--- src/rtl/cmd_frame_if.sv ---
// Bundles the USB FIFO read side and the signal-generator config outputs of cmd_frame_ctrl.
// master: the controller; slave: the FIFO / consumer side.
interface cmd_frame_if;
    logic        rxf_n;
    logic [7:0]  d_in;
    logic        rd_n;
    logic [4:0]  state;
    logic [11:0] state_freq;
    logic [2:0]  state_amp;
    logic [7:0]  state_phase;
    logic        cfg_update;
    logic        frame_err;
    logic [7:0]  err_cnt;

    modport master (
        input  rxf_n, d_in,
        output rd_n, state, state_freq, state_amp, state_phase,
        output cfg_update, frame_err, err_cnt
    );

    modport slave (
        output rxf_n, d_in,
        input  rd_n, state, state_freq, state_amp, state_phase,
        input  cfg_update, frame_err, err_cnt
    );
endinterface

--- src/rtl/cmd_frame_ctrl.sv ---
// USB FIFO byte reader plus command-frame parser that loads signal-generator config registers.
// Define CMD_CHECKSUM_EN to require a fifth XOR checksum byte (ADDR^DHI^DLO) per frame.
module cmd_frame_ctrl #(
    parameter int RD_LOW_CYC  = 6,
    parameter int RD_HIGH_CYC = 8,
    parameter int TIMEOUT_CYC = 100000
) (
    input  logic        clk,
    input  logic        rst,
    cmd_frame_if.master bus
);
    localparam int RC_MAX = (RD_LOW_CYC > RD_HIGH_CYC) ? RD_LOW_CYC : RD_HIGH_CYC;
    localparam int RC_W   = $clog2(RC_MAX + 1);
    localparam int TO_W   = $clog2(TIMEOUT_CYC + 1);

    typedef enum logic [1:0] {R_IDLE, R_LOW, R_HIGH} rd_state_t;
`ifdef CMD_CHECKSUM_EN
    typedef enum logic [2:0] {P_HDR, P_ADDR, P_DHI, P_DLO, P_CSUM} p_state_t;
`else
    typedef enum logic [2:0] {P_HDR, P_ADDR, P_DHI, P_DLO} p_state_t;
`endif

    function automatic logic [7:0] sat_inc(input logic [7:0] v);
        return (v == 8'hFF) ? v : v + 8'd1;
    endfunction

    rd_state_t       rd_state, rd_state_nxt;
    logic [RC_W-1:0] rcnt;
    logic            last_low, last_high, rd_strobe, cap;
    logic            vld_p0;
    logic [7:0]      byte_p0;

    p_state_t        p_state, p_state_nxt;
    logic [TO_W-1:0] to_cnt;
    logic            to_expire;
    logic [7:0]      addr_p1;
`ifdef CMD_CHECKSUM_EN
    logic [7:0]      dhi_p1;
    logic [7:0]      dlo_p1;
`else
    logic [3:0]      dhi_p1;
`endif
    logic [7:0]      dlo_w;
    logic            frame_end, csum_ok, addr_ok, commit_p1, reject_p1;

    logic            upd_p2;
    logic [4:0]      cfg_state;
    logic [11:0]     cfg_freq;
    logic [2:0]      cfg_amp;
    logic [7:0]      cfg_phase;
    logic            cfg_update_r, frame_err_r;
    logic [7:0]      err_cnt_r;

    assign last_low  = (rd_state == R_LOW)  && (rcnt == RC_W'(RD_LOW_CYC - 1));
    assign last_high = (rd_state == R_HIGH) && (rcnt == RC_W'(RD_HIGH_CYC - 1));

    always_ff @(posedge clk) begin
        if (rst) begin
            rd_state <= R_IDLE;
            rcnt     <= '0;
        end else begin
            rd_state <= rd_state_nxt;
            if (rd_state_nxt != rd_state) rcnt <= '0;
            else                          rcnt <= rcnt + 1'b1;
        end
    end

    // rxf_n is only looked at in R_IDLE, so a started strobe always runs to completion
    always_comb begin
        rd_state_nxt = rd_state;
        case (rd_state)
            R_IDLE:  if (!bus.rxf_n) rd_state_nxt = R_LOW;
            R_LOW:   if (last_low)   rd_state_nxt = R_HIGH;
            R_HIGH:  if (last_high)  rd_state_nxt = R_IDLE;
            default: rd_state_nxt = R_IDLE;
        endcase
    end

    always_comb begin
        rd_strobe = (rd_state == R_LOW);
        cap       = last_low;
    end

    assign bus.rd_n = ~rd_strobe;

    // stage p0: captured FIFO byte
    always_ff @(posedge clk) begin
        if (rst) vld_p0 <= 1'b0;
        else     vld_p0 <= cap;
        if (cap) byte_p0 <= bus.d_in;
    end

    assign to_expire = (p_state != P_HDR) && !vld_p0 && (to_cnt == TO_W'(TIMEOUT_CYC - 1));

    always_ff @(posedge clk) begin
        if (rst) begin
            p_state <= P_HDR;
            to_cnt  <= '0;
        end else begin
            p_state <= p_state_nxt;
            if (vld_p0 || (p_state == P_HDR) || to_expire) to_cnt <= '0;
            else                                           to_cnt <= to_cnt + 1'b1;
        end
    end

    always_comb begin
        p_state_nxt = p_state;
        if (vld_p0) begin
            case (p_state)
                P_HDR:   if (byte_p0 == 8'hA5) p_state_nxt = P_ADDR;
                P_ADDR:  p_state_nxt = P_DHI;
                P_DHI:   p_state_nxt = P_DLO;
`ifdef CMD_CHECKSUM_EN
                P_DLO:   p_state_nxt = P_CSUM;
`endif
                default: p_state_nxt = P_HDR;
            endcase
        end else if (to_expire) begin
            p_state_nxt = P_HDR;
        end
    end

    // stage p1: frame fields held until the final byte arrives
    always_ff @(posedge clk) begin
        if (vld_p0 && (p_state == P_ADDR)) addr_p1 <= byte_p0;
        if (vld_p0 && (p_state == P_DHI))  dhi_p1  <= byte_p0[$bits(dhi_p1)-1:0];
`ifdef CMD_CHECKSUM_EN
        if (vld_p0 && (p_state == P_DLO))  dlo_p1  <= byte_p0;
`endif
    end

    always_comb begin
`ifdef CMD_CHECKSUM_EN
        frame_end = vld_p0 && (p_state == P_CSUM);
        dlo_w     = dlo_p1;
        csum_ok   = (byte_p0 == (addr_p1 ^ dhi_p1 ^ dlo_p1));
`else
        frame_end = vld_p0 && (p_state == P_DLO);
        dlo_w     = byte_p0;
        csum_ok   = 1'b1;
`endif
        addr_ok   = (addr_p1 >= 8'h01) && (addr_p1 <= 8'h04);
        commit_p1 = frame_end && addr_ok && csum_ok;
        reject_p1 = (frame_end && !(addr_ok && csum_ok)) || to_expire;
    end

    // stage p2: config registers load, cfg_update follows one cycle later
    always_ff @(posedge clk) begin
        if (rst) begin
            cfg_state    <= '0;
            cfg_freq     <= '0;
            cfg_amp      <= '0;
            cfg_phase    <= '0;
            upd_p2       <= 1'b0;
            cfg_update_r <= 1'b0;
            frame_err_r  <= 1'b0;
            err_cnt_r    <= '0;
        end else begin
            if (commit_p1) begin
                case (addr_p1[2:0])
                    3'd1:    cfg_state <= dlo_w[4:0];
                    3'd2:    cfg_freq  <= {dhi_p1[3:0], dlo_w};
                    3'd3:    cfg_amp   <= dlo_w[2:0];
                    3'd4:    cfg_phase <= dlo_w;
                    default: ;
                endcase
            end
            upd_p2       <= commit_p1;
            cfg_update_r <= upd_p2;
            frame_err_r  <= reject_p1;
            if (reject_p1) err_cnt_r <= sat_inc(err_cnt_r);
        end
    end

    assign bus.state       = cfg_state;
    assign bus.state_freq  = cfg_freq;
    assign bus.state_amp   = cfg_amp;
    assign bus.state_phase = cfg_phase;
    assign bus.cfg_update  = cfg_update_r;
    assign bus.frame_err   = frame_err_r;
    assign bus.err_cnt     = err_cnt_r;
endmodule

--- src/flat_wrapper.sv ---
// flat-port wrapper written by rule: the top's interface ports become plain ports
module cmd_frame_ctrl_flat 
#(
    parameter int RD_LOW_CYC  = 6,
    parameter int RD_HIGH_CYC = 8,
    parameter int TIMEOUT_CYC = 100000
)
  (clk, rst, bus_rxf_n, bus_d_in, bus_rd_n, bus_state, bus_state_freq, bus_state_amp, bus_state_phase, bus_cfg_update, bus_frame_err, bus_err_cnt);
  cmd_frame_if bus_i ();
  input  logic clk;
  input  logic rst;
  input wire logic [$bits(bus_i.rxf_n)-1:0] bus_rxf_n;
  input wire logic [$bits(bus_i.d_in)-1:0] bus_d_in;
  output wire logic [$bits(bus_i.rd_n)-1:0] bus_rd_n;
  output wire logic [$bits(bus_i.state)-1:0] bus_state;
  output wire logic [$bits(bus_i.state_freq)-1:0] bus_state_freq;
  output wire logic [$bits(bus_i.state_amp)-1:0] bus_state_amp;
  output wire logic [$bits(bus_i.state_phase)-1:0] bus_state_phase;
  output wire logic [$bits(bus_i.cfg_update)-1:0] bus_cfg_update;
  output wire logic [$bits(bus_i.frame_err)-1:0] bus_frame_err;
  output wire logic [$bits(bus_i.err_cnt)-1:0] bus_err_cnt;
  assign bus_i.rxf_n = bus_rxf_n;
  assign bus_i.d_in = bus_d_in;
  assign bus_rd_n = bus_i.rd_n;
  assign bus_state = bus_i.state;
  assign bus_state_freq = bus_i.state_freq;
  assign bus_state_amp = bus_i.state_amp;
  assign bus_state_phase = bus_i.state_phase;
  assign bus_cfg_update = bus_i.cfg_update;
  assign bus_frame_err = bus_i.frame_err;
  assign bus_err_cnt = bus_i.err_cnt;
  cmd_frame_ctrl #(.RD_LOW_CYC(RD_LOW_CYC), .RD_HIGH_CYC(RD_HIGH_CYC), .TIMEOUT_CYC(TIMEOUT_CYC)) u_core (.clk(clk), .rst(rst), .bus(bus_i));
endmodule
--- config.mk ---
export PLATFORM = sky130hd
export DESIGN_NAME = cmd_frame_ctrl_flat
export DESIGN_NICKNAME = d
export VERILOG_FILES = /design/src/rtl/cmd_frame_if.sv /design/src/rtl/cmd_frame_ctrl.sv /design/src/flat_wrapper.sv
export SDC_FILE = /design/constraint.sdc
export NUM_CORES = 1
export LEC_CHECK = 0
export ABC_AREA = 1
export CAP_MARGIN = 20
export CORE_MARGIN = 5
export CORE_UTILIZATION = 42
export DETAILED_ROUTE_END_ITERATION = 10
export PLACE_DENSITY = 0.65
export SLEW_MARGIN = 20
export SYNTH_ARGS = -nofsm -noshare
export SYNTH_HDL_FRONTEND = slang
export SYNTH_SLANG_ARGS = --single-unit
--- constraint.sdc ---
create_clock -name clk -period 3.6 [get_ports clk]
set_clock_uncertainty 0.1 [all_clocks]
set_input_delay 0.36 -clock clk [delete_from_list [all_inputs] [get_ports clk]]
set_output_delay 0.36 -clock clk [all_outputs]
set_load 0.005 [all_outputs]
* Word-level counts from Yosys, hierarchy flattened *
Index checks and enable logic that the tools add are counted.

storage, ports and cells
  word-level logic and storage cells = 74
  register bits after elaboration = 86
  input port bits = 11

cells by class
  bitwise gates (word level) = 2
  equality and inequality tests = 16
  add/sub/neg operators = 3
  magnitude comparators = 2
  reduce and logical (&&, ||, !) cells = 27
  mux-type cells = 8

operators by type and width
  kind                   count
  $add 17x1->17 const B  1
  $eq 17x17->1 const B   1
  $eq 8x8->1 const B     2
  $eq 3x2->1 const B     4
  $reduce_and 2->1       6
  $logic_and 1x1->1      10
  $mux 3                 3
  $pmux 3 s3             1
  $add 8x1->8 const B    1
  $eq 4x3->1 const B     2
  $ge 8x1->1 const B     1
  $le 8x3->1 const B     1
  $eq 3x1->1 const B     2
  $mux 2                 3
  $pmux 2 s3             1
  $add 4x1->4 const B    1
  $reduce_or 2->1        2
  $eq 3x3->1 const B     1
  $logic_not 3->1        1
  $logic_or 1x1->1       3
  $ne 3x3->1 const B     1
  $reduce_bool 3->1      1
  $eq 2x1->1 const B     1
  $eq 2x2->1 const B     1
  5 further kinds        7

* Longest topological paths before layout *
Gate-level depths: netlist (run 1).

  depth in word-level cells = 6
  mapped depth = 10
  gate-level depth less buffers = 10

* Worst setup path before layout (run 1) *
OpenSTA, ideal clock, no wires.

  path type = register to register
  from = reg u_core.addr_p1[0]
  to = reg u_core.cfg_state[0] (netlist: u_core.bus.state[0])
  required time = 3.368 ns
  arrival time = 1.395 ns
  setup slack = 1.973 ns
  cell stages (with the launch flop) = 9
  cell sequence = edfxtp_1 -> nor2_4 -> xnor2_2 -> nand2_2 -> nor2_4 -> buf_6 -> nand2_1 -> nand2_1 -> a21oi_1

on the way
  word-level cells in the longest chain between the ends = 4

ends and longest elaborated chain
  element                                          RTL line               text
  start, declared                                  cmd_frame_ctrl.sv:36   logic [7:0] addr_p1;
  start signal, assigned                           cmd_frame_ctrl.sv:125  if (vld_p0 && (p_state == P_ADDR)) addr_p1 <= byte_p0;
  $ge 8x1->1 / $le 8x3->1 (equally long branches)  cmd_frame_ctrl.sv:142  addr_ok = (addr_p1 >= 8'h01) && (addr_p1 <= 8'h04);
  $logic_and 1x1->1                                cmd_frame_ctrl.sv:142
  $logic_and 1x1->1                                cmd_frame_ctrl.sv:143  commit_p1 = frame_end && addr_ok && csum_ok;
  $reduce_and 2->1 (no source line) *              -
  end signal, assigned                             cmd_frame_ctrl.sv:161  3'd1: cfg_state <= dlo_w[4:0];
  end, declared                                    cmd_frame_ctrl.sv:47   logic [4:0] cfg_state;

Every way passes the cells marked *; elsewhere a longest branch is shown, timed or not.
A chain may end at the register's enable or synchronous reset.

* Worst setup path in the final report (run 1) *
  from = reg u_core.addr_p1[0]
  to = reg u_core.cfg_phase[7] (netlist: u_core.bus.state_phase[7])

on the way
  word-level cells in the longest chain between the ends = 4

ends and longest elaborated chain
  element                                          RTL line               text
  $ge 8x1->1 / $le 8x3->1 (equally long branches)  cmd_frame_ctrl.sv:142
  $logic_and 1x1->1                                cmd_frame_ctrl.sv:142
  $logic_and 1x1->1                                cmd_frame_ctrl.sv:143
  $reduce_and 2->1 (no source line) *              -
  end signal, assigned                             cmd_frame_ctrl.sv:164  3'd4: cfg_phase <= dlo_w;
  end, declared                                    cmd_frame_ctrl.sv:50   logic [7:0] cfg_phase;

Marked as above.

==> impl_metrics.sql, run 1 <==
INSERT INTO impl_metrics (metric_group, metric, value, unit) VALUES
('setup_path', 'worst_setup_path_end_kind', 'register', ''),
('drt', 'firstDrtPassIters', '4', ''),
('clocking', 'cts.clk_slew.worst_paths', '90', 'ps'),
('clocking', 'cts_made_buffers', '9', ''),
('final_layout', 'most_frequent_standard_cell_in_the_layout_excluding_fill_and_tap_cells', 'nand2_1', ''),
('drt', 'via_count', '2818', ''),
('timing', 'fmax', '0.423', 'GHz'),
('drt', 'viasPerCell', '4.98', ''),
('floorplanning', 'die_area', '0.0103', 'mm^2'),
('final_layout', 'finalCoreUtilization', '0.525', ''),
('global_route', 'largest_net_degree_at_the_start_of_global_routing', '44', ''),
('timing', 'final-setup-viol-count', '0', ''),
('clocking', 'clock_insertion_delay_worst_skew', '350', 'ps'),
('power', 'pwr_density_cell', '399', 'mW/mm^2'),
('clocking', 'cts.repair.resized', '0', ''),
('synth', 'post_synth_cell_types', '29', ''),
('status', 'status', 'finished, final reports clean', ''),
('clocking', 'clock_sink_count', '85', ''),
('setup_path', 'r2r_end', 'u_core.bus.state_phase[7]', ''),
('drt', 'avgRoutedWirePerCell', '12.8', 'um'),
('power', 'peakVddDrop', '0.214', 'mV'),
('drt', 'antenna_violating_nets_post_route', '0', ''),
('setup_path', 'crit_buf_inv', '0', ''),
('final_layout', 'area_growth_syn_to_layout', '22.6', '%'),
('global_route', 'grt_use_total', '0.146', ''),
('setup_path', 'worstPathMaxFanout', '32', ''),
('setup_path', 'worst-setup-path-type', 'register to register', ''),
('power', 'clock_power_share', '0.413', ''),
('timing', 'max_transition_margin', '0.576', ''),
('setup_path', 'cp.required', '3720', 'ps'),
('timing', 'final-max-slew-violation-count', '0', ''),
('final_layout', 'layout.filler_cells', '793', ''),
('setup_path', 'timing.critical_path.max_delay_family', 'simple AND/OR/NAND/NOR gates', ''),
('timing', 'worst-slew-pin-transition', '635', 'ps'),
('worst_hold_path', 'holdCritStartpoint', 'u_core.upd_p2', ''),
('timing', 'final_min_period_over_clock_period', '0.657', ''),
('synth', 'synthesis.area', '0.00350', 'mm^2'),
('setup_path', 'r2r.worst_path.cells', '7', ''),
('power', 'p_leak', '0.00150', 'uW'),
('final_layout', 'layout.cells.most_common_list', 'nand2_1, dfxtp_1, clkdlybuf4s50_1', ''),
('clocking', 'cts_buffer_depth', '2', ''),
('setup_path', 'regToRegSetupSlack', '1230', 'ps'),
('place', 'place.detailed.hpwl', '5200', 'um'),
('synth', 'postSynthRegisterBits', '85', ''),
('global_route', 'grt_pass1_vias', '2564', ''),
('power', 'p_switching', '343', 'uW'),
('worst_hold_path', 'whs_endpoint', 'u_core.bus.cfg_update', ''),
('floorplanning', 'fp-row-count', '33', ''),
('global_route', 'grt_overflow', '0', ''),
('global_route', 'grt_pass1_wl', '12000', 'um'),
('final_layout', 'drive_gt1_frac', '0.0586', ''),
('synth', 'synth_seq_area_share', '0.543', ''),
('clocking', 'cts.hold.buffers_added', '0', ''),
('synth', 'syn-num-nets', '425', ''),
('setup_path', 'r2r_start', 'u_core.addr_p1[0]', ''),
('synth', 'synthArstFlopShare', '0', ''),
('place', 'gp_congestion', '0.789', ''),
('run', 'max_cap_viol_count', '0', ''),
('setup_path', 'crit_path_top_delay_cell', 'edfxtp_1', ''),
('setup_path', 'cp_cell_instances', 'nor2_4 > xnor2_2 > nand2_2 > nor2_4 > nand3_1 > nand2_1 > a21oi_1', ''),
('drt', 'first_iter_violations', '111', ''),
('floorplanning', 'initial_utilization', '0.428', ''),
('power', 'swShare', '0.200', ''),
('timing', 'timing.final.hold_violations', '0', ''),
('clocking', 'cts_htree_levels', '3', ''),
('timing', 'grt_setup_unrepaired', 'false', ''),
('worst_hold_path', 'holdPathStages', '2', ''),
('synth', 'most_instantiated_flip_flop_cell_in_the_synthesis_netlist', 'dfxtp_1', ''),
('floorplanning', 'floorplan.core_area', '0.00818', 'mm^2'),
('setup_path', 'worst_setup_path_start_kind', 'register', ''),
('setup_path', 'cpMostUsedCell', 'nor2_4', '');
## worst max-delay path by stage
stage	start	endpoint	slack, ps	depth (start not counted)
5_1_grt	u_core.addr_p1[0]	u_core.bus.state_phase[3]	1000	7
3_5_place_dp	u_core.addr_p1[0]	u_core.bus.state_phase[2]	1270	7
4_1_cts	u_core.addr_p1[0]	u_core.bus.state_phase[2]	1260	7
2_1_floorplan	u_core.addr_p1[0]	u_core.bus.state[0]	1970	8
6_report	u_core.addr_p1[0]	u_core.bus.state_phase[7]	1230	7
3_3_place_gp	u_core.addr_p1[0]	u_core.bus.state_phase[2]	1380	7
## metal layers
metal,vias to the layer above,GRT usage,routed length (um)
met3,8,0.0406,333
met1,1285,0.194,3420
met5,-,0,0
met4,0,0.0399,81
li1,1470,-,-
met2,55,0.236,3390
## cells in the mapped netlist, types with 2 or more instances
| library cell | count | area [um^2] |
|---|---|---|
| nand4_1 | 26 | 163 |
| clkbuf_1 | 7 | 26.3 |
| nor3_1 | 10 | 50.1 |
| o21ai_0 | 9 | 45.0 |
| ha_1 | 8 | 100 |
| inv_1 | 40 | 150 |
| edfxtp_1 | 20 | 601 |
| xor2_1 | 4 | 35.0 |
| xnor2_1 | 4 | 35.0 |
| nand2_2 | 3 | 18.8 |
| nand3_2 | 2 | 20.0 |
| dfxtp_1 | 65 | 1300 |
| nand3_1 | 33 | 165 |
| nor2_4 | 2 | 22.5 |
| nand2_1 | 75 | 282 |
| a21oi_1 | 47 | 235 |
| nor2_1 | 37 | 139 |
| buf_4 | 3 | 22.5 |
## flip-flops by register name, summed over array words and instances, names as in the netlist, 2 cells and up
| name | count |
|---|---|
| u_core.bus.state | 5 |
| u_core.p_state | 2 |
| u_core.rcnt | 4 |
| u_core.rd_state | 2 |
| u_core.bus.state_phase | 8 |
| u_core.bus.state_amp | 3 |
| u_core.dhi_p1 | 4 |
| u_core.addr_p1 | 8 |
| u_core.to_cnt | 17 |
| u_core.bus.err_cnt | 8 |
| u_core.bus.state_freq | 12 |
| u_core.byte_p0 | 8 |
## area by class of cell
type                    instances  area [um^2]  area share
repair buffers                 51          505       0.118
clock buffers                  11          163      0.0379
inverters                      40          150      0.0350
clock inverters                 5         56.3      0.0131
flip-flops and latches         85         1900       0.443
well taps                     105          131      0.0306
multi-input cells             269         1390       0.323
## cells by family (layout without fill, tap and decap cells)
kind of cell / count (synthesis) / count (layout) / synth area share
compound gates: 59 / 59 / 0.0861
simple gates: 193 / 193 / 0.256
flops: 85 / 85 / 0.543
xor+xnor: 9 / 9 / 0.0247
buf+inv: 52 / 107 / 0.0614
fa+ha+maj: 8 / 8 / 0.0286
## per-stage QoR
step / power (uW) / worst slack, ps / cells / cell area [um^2]
floorplan: 1010 / 1970 / 406 / 3500
global placement: 1030 / 1380 / 550 / 4070
global route: 1780 / 995 / 566 / 4290
detailed placement: 1030 / 1270 / 550 / 4070
finish: 1710 / 1230 / 566 / 4290
CTS: 1730 / 1260 / 566 / 4290
## power groups by stage
stage               logic [uW]  registers [uW]  clock network, uW
floorplan                 13.6             998                  0
global placement          29.4             999                  0
detailed placement        29.8             999                  0
CTS                       30.0             976                724
global route              33.4             977                773
finish                    29.4             976                706
## worst register-to-register path, cell delays in order (launching register included)
cell and delay (ps):
edfxtp_1 500, nor2_4 270, xnor2_2 150, nand2_2 100
nor2_4 500, nand3_1 400, nand2_1 150, a21oi_1 70
Note: power is estimated with default switching activity, not from simulation.
==> run 2, diff against run 1 <==
PLACE_DENSITY = 0.68   (was 0.65)
clock period = 2.15 ns   (was 3.6 ns; I/O delays follow)
==> run 2 against run 1 <==
  * Non-clock buffer count is 5 higher
  * Count of clock-buffer cells in the layout increased by 1
  * Via count is 1.7% higher
  * Die area stayed put
  * Critical path depth stayed put
  * Sequential power grew 68%
  * Highest routed layer unchanged
  * Largest power group unchanged
  * Clock power increased by 44%
  * Critical endpoint is now u_core.bus.state_phase[0]
  * Combinational power is 71% higher
  * Final cell count grew 0.88%
  * First-iteration DRC count grew 24%
  * Power up 58%
  * Design area about the same
==> impl_metrics.sql, run 2 (synthesis results as in run 1) <==
INSERT INTO impl_metrics (metric_group, metric, value, unit) VALUES
('status', 'status', 'finished, final reports clean', ''),
('setup_path', 'worst_setup_path_end_kind', 'register', ''),
('place', 'gp_congestion', '0.852', ''),
('final_layout', 'multiInputGateArea', '0.00139', 'mm^2'),
('global_route', 'grt_use_total', '0.154', ''),
('clocking', 'cts_htree_levels', '3', ''),
('timing', 'timing.final.hold_violations', '0', ''),
('clocking', 'cts_made_buffers', '9', ''),
('setup_path', 'crit_path_top_delay_cell', 'edfxtp_1', ''),
('setup_path', 'cp.required', '2270', 'ps'),
('clocking', 'cts_buffer_depth', '2', ''),
('clocking', 'clockRootBuffer', 'clkbuf_8', ''),
('global_route', 'grt_pass1_vias', '2693', ''),
('setup_path', 'crit_start', 'u_core.addr_p1[0]', ''),
('global_route', 'grt_overflow', '0', ''),
('timing', 'worst-slew-pin-transition', '433', 'ps'),
('drt', 'via_count', '2867', ''),
('place', 'io_buffers', '49', ''),
('clocking', 'cts.repair_timing.setup_buffer_count', '0', ''),
('place', 'detailedPlace.worstSlack', '217', 'ps'),
('worst_hold_path', 'hold_path_class', 'register to register', ''),
('setup_path', 'timing.critical_path.arrival', '2090', 'ps'),
('drt', 'firstDrtPassIters', '4', ''),
('timing', 'final_min_period_over_clock_period', '0.913', ''),
('setup_path', 'cpMostUsedCell', 'nor2_4', ''),
('floorplanning', 'io-pin-count', '50', ''),
('clocking', 'cts_tree', 'built', ''),
('floorplanning', 'fp-row-count', '33', ''),
('final_layout', 'registers.top_by_ff_count', 'u_core.to_cnt', ''),
('final_layout', 'stdcell_area', '0.00430', 'mm^2'),
('final_layout', 'most_frequent_standard_cell_in_the_layout_excluding_fill_and_tap_cells', 'nand2_1', ''),
('power', 'peakVddDrop', '0.510', 'mV'),
('final_layout', 'area_growth_syn_to_layout', '22.7', '%'),
('drt', 'drcViolationCount', '0', ''),
('timing', 'grt_setup_unrepaired', 'true', ''),
('drt', 'antenna_violating_nets_post_route', '0', ''),
('timing', 'worst_slack', '186', 'ps'),
('final_layout', 'layout.cells.most_common_list', 'nand2_1, dfxtp_1, clkdlybuf4s50_1', ''),
('final_layout', 'largest_register_ff_count', '17', ''),
('final_layout', 'layout.filler_cells', '784', ''),
('timing', 'final-setup-viol-count', '0', ''),
('setup_path', 'critical-path-max-stage-delay', '500', 'ps'),
('floorplanning', 'die-height', '101', 'um'),
('power', 'total_power', '2700', 'uW'),
('power', 'pwr_density_cell', '630', 'mW/mm^2'),
('floorplanning', 'initial_utilization', '0.428', ''),
('setup_path', 'worst-setup-path-type', 'register to register', ''),
('run', 'max_cap_viol_count', '0', ''),
('global_route', 'largest_net_degree_at_the_start_of_global_routing', '43', ''),
('floorplanning', 'floorplan.core_area', '0.00818', 'mm^2'),
('drt', 'first_iter_violations', '138', ''),
('power', 'p_leak', '0.00151', 'uW'),
('clocking', 'cts.clk_slew.worst_paths', '80', 'ps'),
('global_route', 'gr-usage-met3', '0.0579', ''),
('global_route', 'met1_usage', '0.182', ''),
('floorplanning', 'die_area', '0.0103', 'mm^2'),
('drt', 'viasPerCell', '5.02', ''),
('place', 'place.detailed.hpwl', '5490', 'um'),
('setup_path', 'worst_setup_path_start_kind', 'register', ''),
('drt', 'detail_route.wirelength', '7570', 'um'),
('timing', 'max_transition_margin', '0.712', ''),
('final_layout', 'drive_gt1_frac', '0.0687', ''),
('timing', 'fmax', '0.509', 'GHz'),
('final_layout', 'final_net_count', '480', ''),
('setup_path', 'r2r.worst_path.cells', '7', ''),
('final_layout', 'ff_latch_area', '0.00190', 'mm^2'),
('setup_path', 'endpoint', 'u_core.bus.state_phase[0]', ''),
('setup_path', 'cp_cell_instances', 'nor2_4 > xnor2_2 > nand2_2 > nor2_4 > nand3_1 > nand2_1 > a21oi_1', ''),
('clocking', 'clock_insertion_delay_worst_skew', '350', 'ps'),
('timing', 'final_period_minus_worst_setup_slack', '1960', 'ps'),
('drt', 'avgRoutedWirePerCell', '13.2', 'um'),
('floorplanning', 'die_w', '101', 'um'),
('setup_path', 'worstPathMaxFanout', '17', ''),
('final_layout', 'num_antenna_cells', '0', ''),
('global_route', 'grt.met2_usage', '0.256', ''),
('clocking', 'cts.hold.buffers_added', '0', ''),
('setup_path', 'r2r_start', 'u_core.addr_p1[0]', ''),
('clocking', 'clock_sink_count', '85', ''),
('global_route', 'antenna_found_initial', '0', ''),
('timing', 'final-max-slew-violation-count', '0', ''),
('global_route', 'grt_busiest_layer', 'met2', ''),
('setup_path', 'r2r_end', 'u_core.bus.state_phase[0]', ''),
('global_route', 'grt_pass1_wl', '12400', 'um'),
('timing', 'tns', '0', 'ps'),
('setup_path', 'regToRegSetupSlack', '190', 'ps'),
('final_layout', 'finalCoreUtilization', '0.525', ''),
('place', 'dpl_cell_area', '0.00411', 'mm^2');
[run 2: cell types whose count changed in the layout (fill, tap and decap cells not counted)]
| cell | change |
|---|---|
| buf_4 | +5 |
| bufinv_16 | -1 |
| clkbuf_1 | +1 |
| clkbuf_16 | -1 |
| clkbuf_8 | +1 |
| clkinv_1 | -1 |
| clkinv_2 | +2 |
| clkinv_4 | -1 |
| nand2_2 | -1 |
| nand2_4 | +1 |
[run 2: power by group]
part	total, uW	switching (uW)	leakage, uW	internal, uW
logic	50.4	25.6	0.000714	24.9
registers	1640	4.00	0.000704	1630
clock network	1020	539	0.0000961	480
total	2700	569	0.00151	2140
[run 2: per-stage QoR]
stage | hold WS (ps) | cells
floorplan | 214 | 406
global placement | 317 | 555
global route | 297 | 571
CTS | 311 | 571
finish | 316 | 571
detailed placement | 312 | 555
[run 2: per-layer routing]
layer,part of all wire,vias to the layer above,routed length [um]
met3,0.051,5,388
met1,0.46,1324,3460
met5,0,-,0
met2,0.48,62,3650
li1,-,1476,-
met4,0.0090,0,68
[run 2: worst min-delay path by stage]
stage,startpoint,endpoint,slack (ps),depth (start not counted)
finish,u_core.upd_p2,u_core.bus.cfg_update,320,2
global route,bus_d_in[4],u_core.byte_p0[4],300,1
CTS,bus_d_in[7],u_core.byte_p0[7],310,1
detailed placement,u_core.upd_p2,u_core.bus.cfg_update,310,2
global placement,u_core.upd_p2,u_core.bus.cfg_update,320,2
floorplan,bus_d_in[0],u_core.byte_p0[0],210,0
[run 2: what timing repair did]
item | CTS | global route
resized for setup | 0 | 1
endpoints found under the setup margin | 0 | 7
endpoints found under the hold margin | 0 | 0
[run 2: critical path: cells and delay by family (launching register included)]
family           cells  cell delay [ps]
XOR/XNOR             1              120
AO/OA/AOI/OAI        1               70
AND/OR/NAND/NOR      5             1040
flip-flops           1              500
[run 2: layout make-up]
cell class	count	area share
timing repair buffer	56	0.126
multi-input combinational	269	0.324
clock inverter	4	0.00553
clock buffer	12	0.0361
inverter	40	0.0350
tap	105	0.0306
sequential	85	0.443
==> run 3, diff against run 2 <==
CTS_BUF_LIST = sky130_fd_sc_hd__clkbuf_4 sky130_fd_sc_hd__clkbuf_8 sky130_fd_sc_hd__clkbuf_16   (was unset)
==> run 3 against run 2 <==
  * Setup slack worse by 0.95 ps
  * First-iteration DRC count did not move
  * Non-clock buffer count did not move
  * Critical endpoint is now u_core.bus.state_phase[7]
  * Largest power group unchanged
==> impl_metrics.sql, run 3 (synthesis results as in run 1) <==
INSERT INTO impl_metrics (metric_group, metric, value, unit) VALUES
('power', 'total_power', '2720', 'uW'),
('final_layout', 'largest_register_ff_count', '17', ''),
('floorplanning', 'die_w', '101', 'um'),
('drt', 'viasPerCell', '5.01', ''),
('setup_path', 'timing.critical_path.arrival', '2090', 'ps'),
('final_layout', 'layout.filler_cells', '782', ''),
('drt', 'drcViolationCount', '0', ''),
('clocking', 'cts.clk_slew.worst_paths', '80', 'ps'),
('clocking', 'cts_tree', 'built', ''),
('setup_path', 'regToRegSetupSlack', '190', 'ps'),
('setup_path', 'critical_path_depth', '7', ''),
('global_route', 'antenna_found_initial', '0', ''),
('place', 'place.detailed.hpwl', '5490', 'um'),
('worst_hold_path', 'whs_endpoint', 'u_core.bus.cfg_update', ''),
('setup_path', 'timing.critical_path.max_delay_family', 'simple AND/OR/NAND/NOR gates', ''),
('global_route', 'grt_pass1_vias', '2693', ''),
('setup_path', 'crit_buf_inv', '0', ''),
('clocking', 'cts.hold.buffers_added', '0', ''),
('setup_path', 'crit_path_top_delay_cell', 'edfxtp_1', ''),
('setup_path', 'r2r_end', 'u_core.bus.state_phase[7]', ''),
('setup_path', 'worstPathMaxFanout', '17', ''),
('final_layout', 'registers.top_by_ff_count', 'u_core.to_cnt', ''),
('clocking', 'clock_sink_count', '85', ''),
('worst_hold_path', 'holdCritStartpoint', 'u_core.upd_p2', ''),
('clocking', 'cts.repair_timing.setup_buffer_count', '0', ''),
('drt', 'met3_wirelength', '384', 'um'),
('drt', 'avgRoutedWirePerCell', '13.2', 'um'),
('setup_path', 'worst-setup-path-type', 'register to register', ''),
('power', 'pwr_density_cell', '632', 'mW/mm^2'),
('final_layout', 'final_net_count', '480', ''),
('drt', 'via_count', '2858', ''),
('place', 'gp_congestion', '0.852', ''),
('worst_hold_path', 'hold_path_class', 'register to register', ''),
('run', 'max_cap_viol_count', '0', ''),
('final_layout', 'area_growth_syn_to_layout', '22.8', '%'),
('clocking', 'clock_insertion_delay_worst_skew', '350', 'ps'),
('timing', 'grt_setup_unrepaired', 'true', ''),
('clocking', 'cts_buffer_depth', '2', ''),
('timing', 'final-setup-viol-count', '0', ''),
('floorplanning', 'fp-row-count', '33', ''),
('timing', 'fmax', '0.509', 'GHz'),
('floorplanning', 'die-height', '101', 'um'),
('final_layout', 'layout.cells.most_common_list', 'nand2_1, dfxtp_1, clkdlybuf4s50_1', ''),
('clocking', 'cts_htree_levels', '3', ''),
('global_route', 'grt_pass1_wl', '12400', 'um'),
('global_route', 'grt_overflow', '0', ''),
('setup_path', 'worst_setup_path_start_kind', 'register', ''),
('timing', 'final_period_minus_worst_setup_slack', '1960', 'ps'),
('floorplanning', 'io-pin-count', '50', ''),
('worst_hold_path', 'holdPathStages', '2', ''),
('setup_path', 'critical-path-max-stage-delay', '500', 'ps'),
('final_layout', 'num_antenna_cells', '0', ''),
('floorplanning', 'die_area', '0.0103', 'mm^2'),
('setup_path', 'worst_setup_path_end_kind', 'register', ''),
('drt', 'antenna_violating_nets_post_route', '0', ''),
('drt', 'first_iter_violations', '138', ''),
('power', 'peakVddDrop', '0.509', 'mV'),
('final_layout', 'most_frequent_standard_cell_in_the_layout_excluding_fill_and_tap_cells', 'nand2_1', ''),
('setup_path', 'r2r_start', 'u_core.addr_p1[0]', ''),
('setup_path', 'cp_cell_instances', 'nor2_4 > xnor2_2 > nand2_2 > nor2_4 > nand3_1 > nand2_1 > a21oi_1', ''),
('drt', 'firstDrtPassIters', '5', ''),
('drt', 'm1WireLength', '3470', 'um'),
('drt', 'dr_wl_met2', '3640', 'um'),
('power', 'p_leak', '0.00152', 'uW'),
('final_layout', 'drive_gt1_frac', '0.0708', ''),
('floorplanning', 'floorplan.core_area', '0.00818', 'mm^2'),
('clocking', 'cts_made_buffers', '9', ''),
('setup_path', 'r2r.worst_path.cells', '7', ''),
('timing', 'final_min_period_over_clock_period', '0.914', ''),
('drt', 'route.top_layer_used', 'met4', ''),
('status', 'status', 'finished, final reports clean', ''),
('global_route', 'largest_net_degree_at_the_start_of_global_routing', '43', ''),
('clocking', 'clockRootBuffer', 'clkbuf_8', ''),
('drt', 'detail_route.wirelength', '7550', 'um'),
('place', 'io_buffers', '49', ''),
('setup_path', 'cp.required', '2270', 'ps'),
('timing', 'tns', '0', 'ps'),
('setup_path', 'cpMostUsedCell', 'nor2_4', ''),
('timing', 'max_transition_margin', '0.712', ''),
('global_route', 'grt_use_total', '0.154', ''),
('timing', 'timing.final.hold_violations', '0', ''),
('timing', 'worst-slew-pin-transition', '432', 'ps'),
('timing', 'final-max-slew-violation-count', '0', ''),
('floorplanning', 'initial_utilization', '0.428', '');
==> run 3: layer usage <==
layer / global-route usage / up-vias
met3: 0.0579 / 4
met4: 0.0542 / 0
met1: 0.182 / 1320
met5: 0 / -
met2: 0.256 / 60
li1: - / 1474
==> run 3: power by group <==
| part | leakage (uW) | switching, uW | internal, uW | total (uW) |
|---|---|---|---|---|
| clock | 0.0000995 | 540 | 492 | 1030 |
| combinational | 0.000714 | 25.6 | 24.9 | 50.5 |
| sequential | 0.000704 | 3.98 | 1630 | 1640 |
| total | 0.00152 | 570 | 2150 | 2720 |
==> run 3: worst max-delay path by stage <==
stage	start	endpoint	slack, ps
detailed placement	u_core.addr_p1[0]	u_core.bus.state_phase[4]	220
global route	u_core.to_cnt[0]	u_core.bus.err_cnt[4]	-7
floorplan	u_core.addr_p1[0]	u_core.bus.state[0]	520
finish	u_core.addr_p1[0]	u_core.bus.state_phase[7]	190
CTS	u_core.addr_p1[0]	u_core.bus.state_phase[4]	200
global placement	u_core.to_cnt[0]	u_core.bus.err_cnt[0]	270
==> run 3: area by class of cell <==
| cell class | instances | area [um^2] | share of cell area |
|---|---|---|---|
| Clock buffer | 12 | 159 | 0.0370 |
| Clock inverter | 4 | 23.8 | 0.00553 |
| Inverter | 40 | 150 | 0.0349 |
| Multi-Input combinational cell | 269 | 1390 | 0.323 |
| Sequential cell | 85 | 1900 | 0.442 |
| Tap cell | 105 | 131 | 0.0306 |
| Timing Repair Buffer | 56 | 543 | 0.126 |
==> run 3: metrics by stage <==
stage	utilization	cells	instance area, um^2	hold WS, ps	worst slack, ps
after global routing	0.526	571	4300	297	-7.25
after detailed placement	0.503	555	4110	312	217
final	0.526	571	4300	316	185
after CTS	0.525	571	4290	311	203
after global placement	0.503	555	4110	317	265
after floorplan	-	406	3500	214	523
==> run 3: repair_timing <==
action                                  CTS  global route
endpoints found under the setup margin    0             7
hold endpoints to repair                  0             0
gates resized for setup                   0             1
==> run 3: worst min-delay path, cell delays in order, from the launching register on <==
cell and delay, ps:
dfxtp_1 300, inv_1 50, nor2_1 30
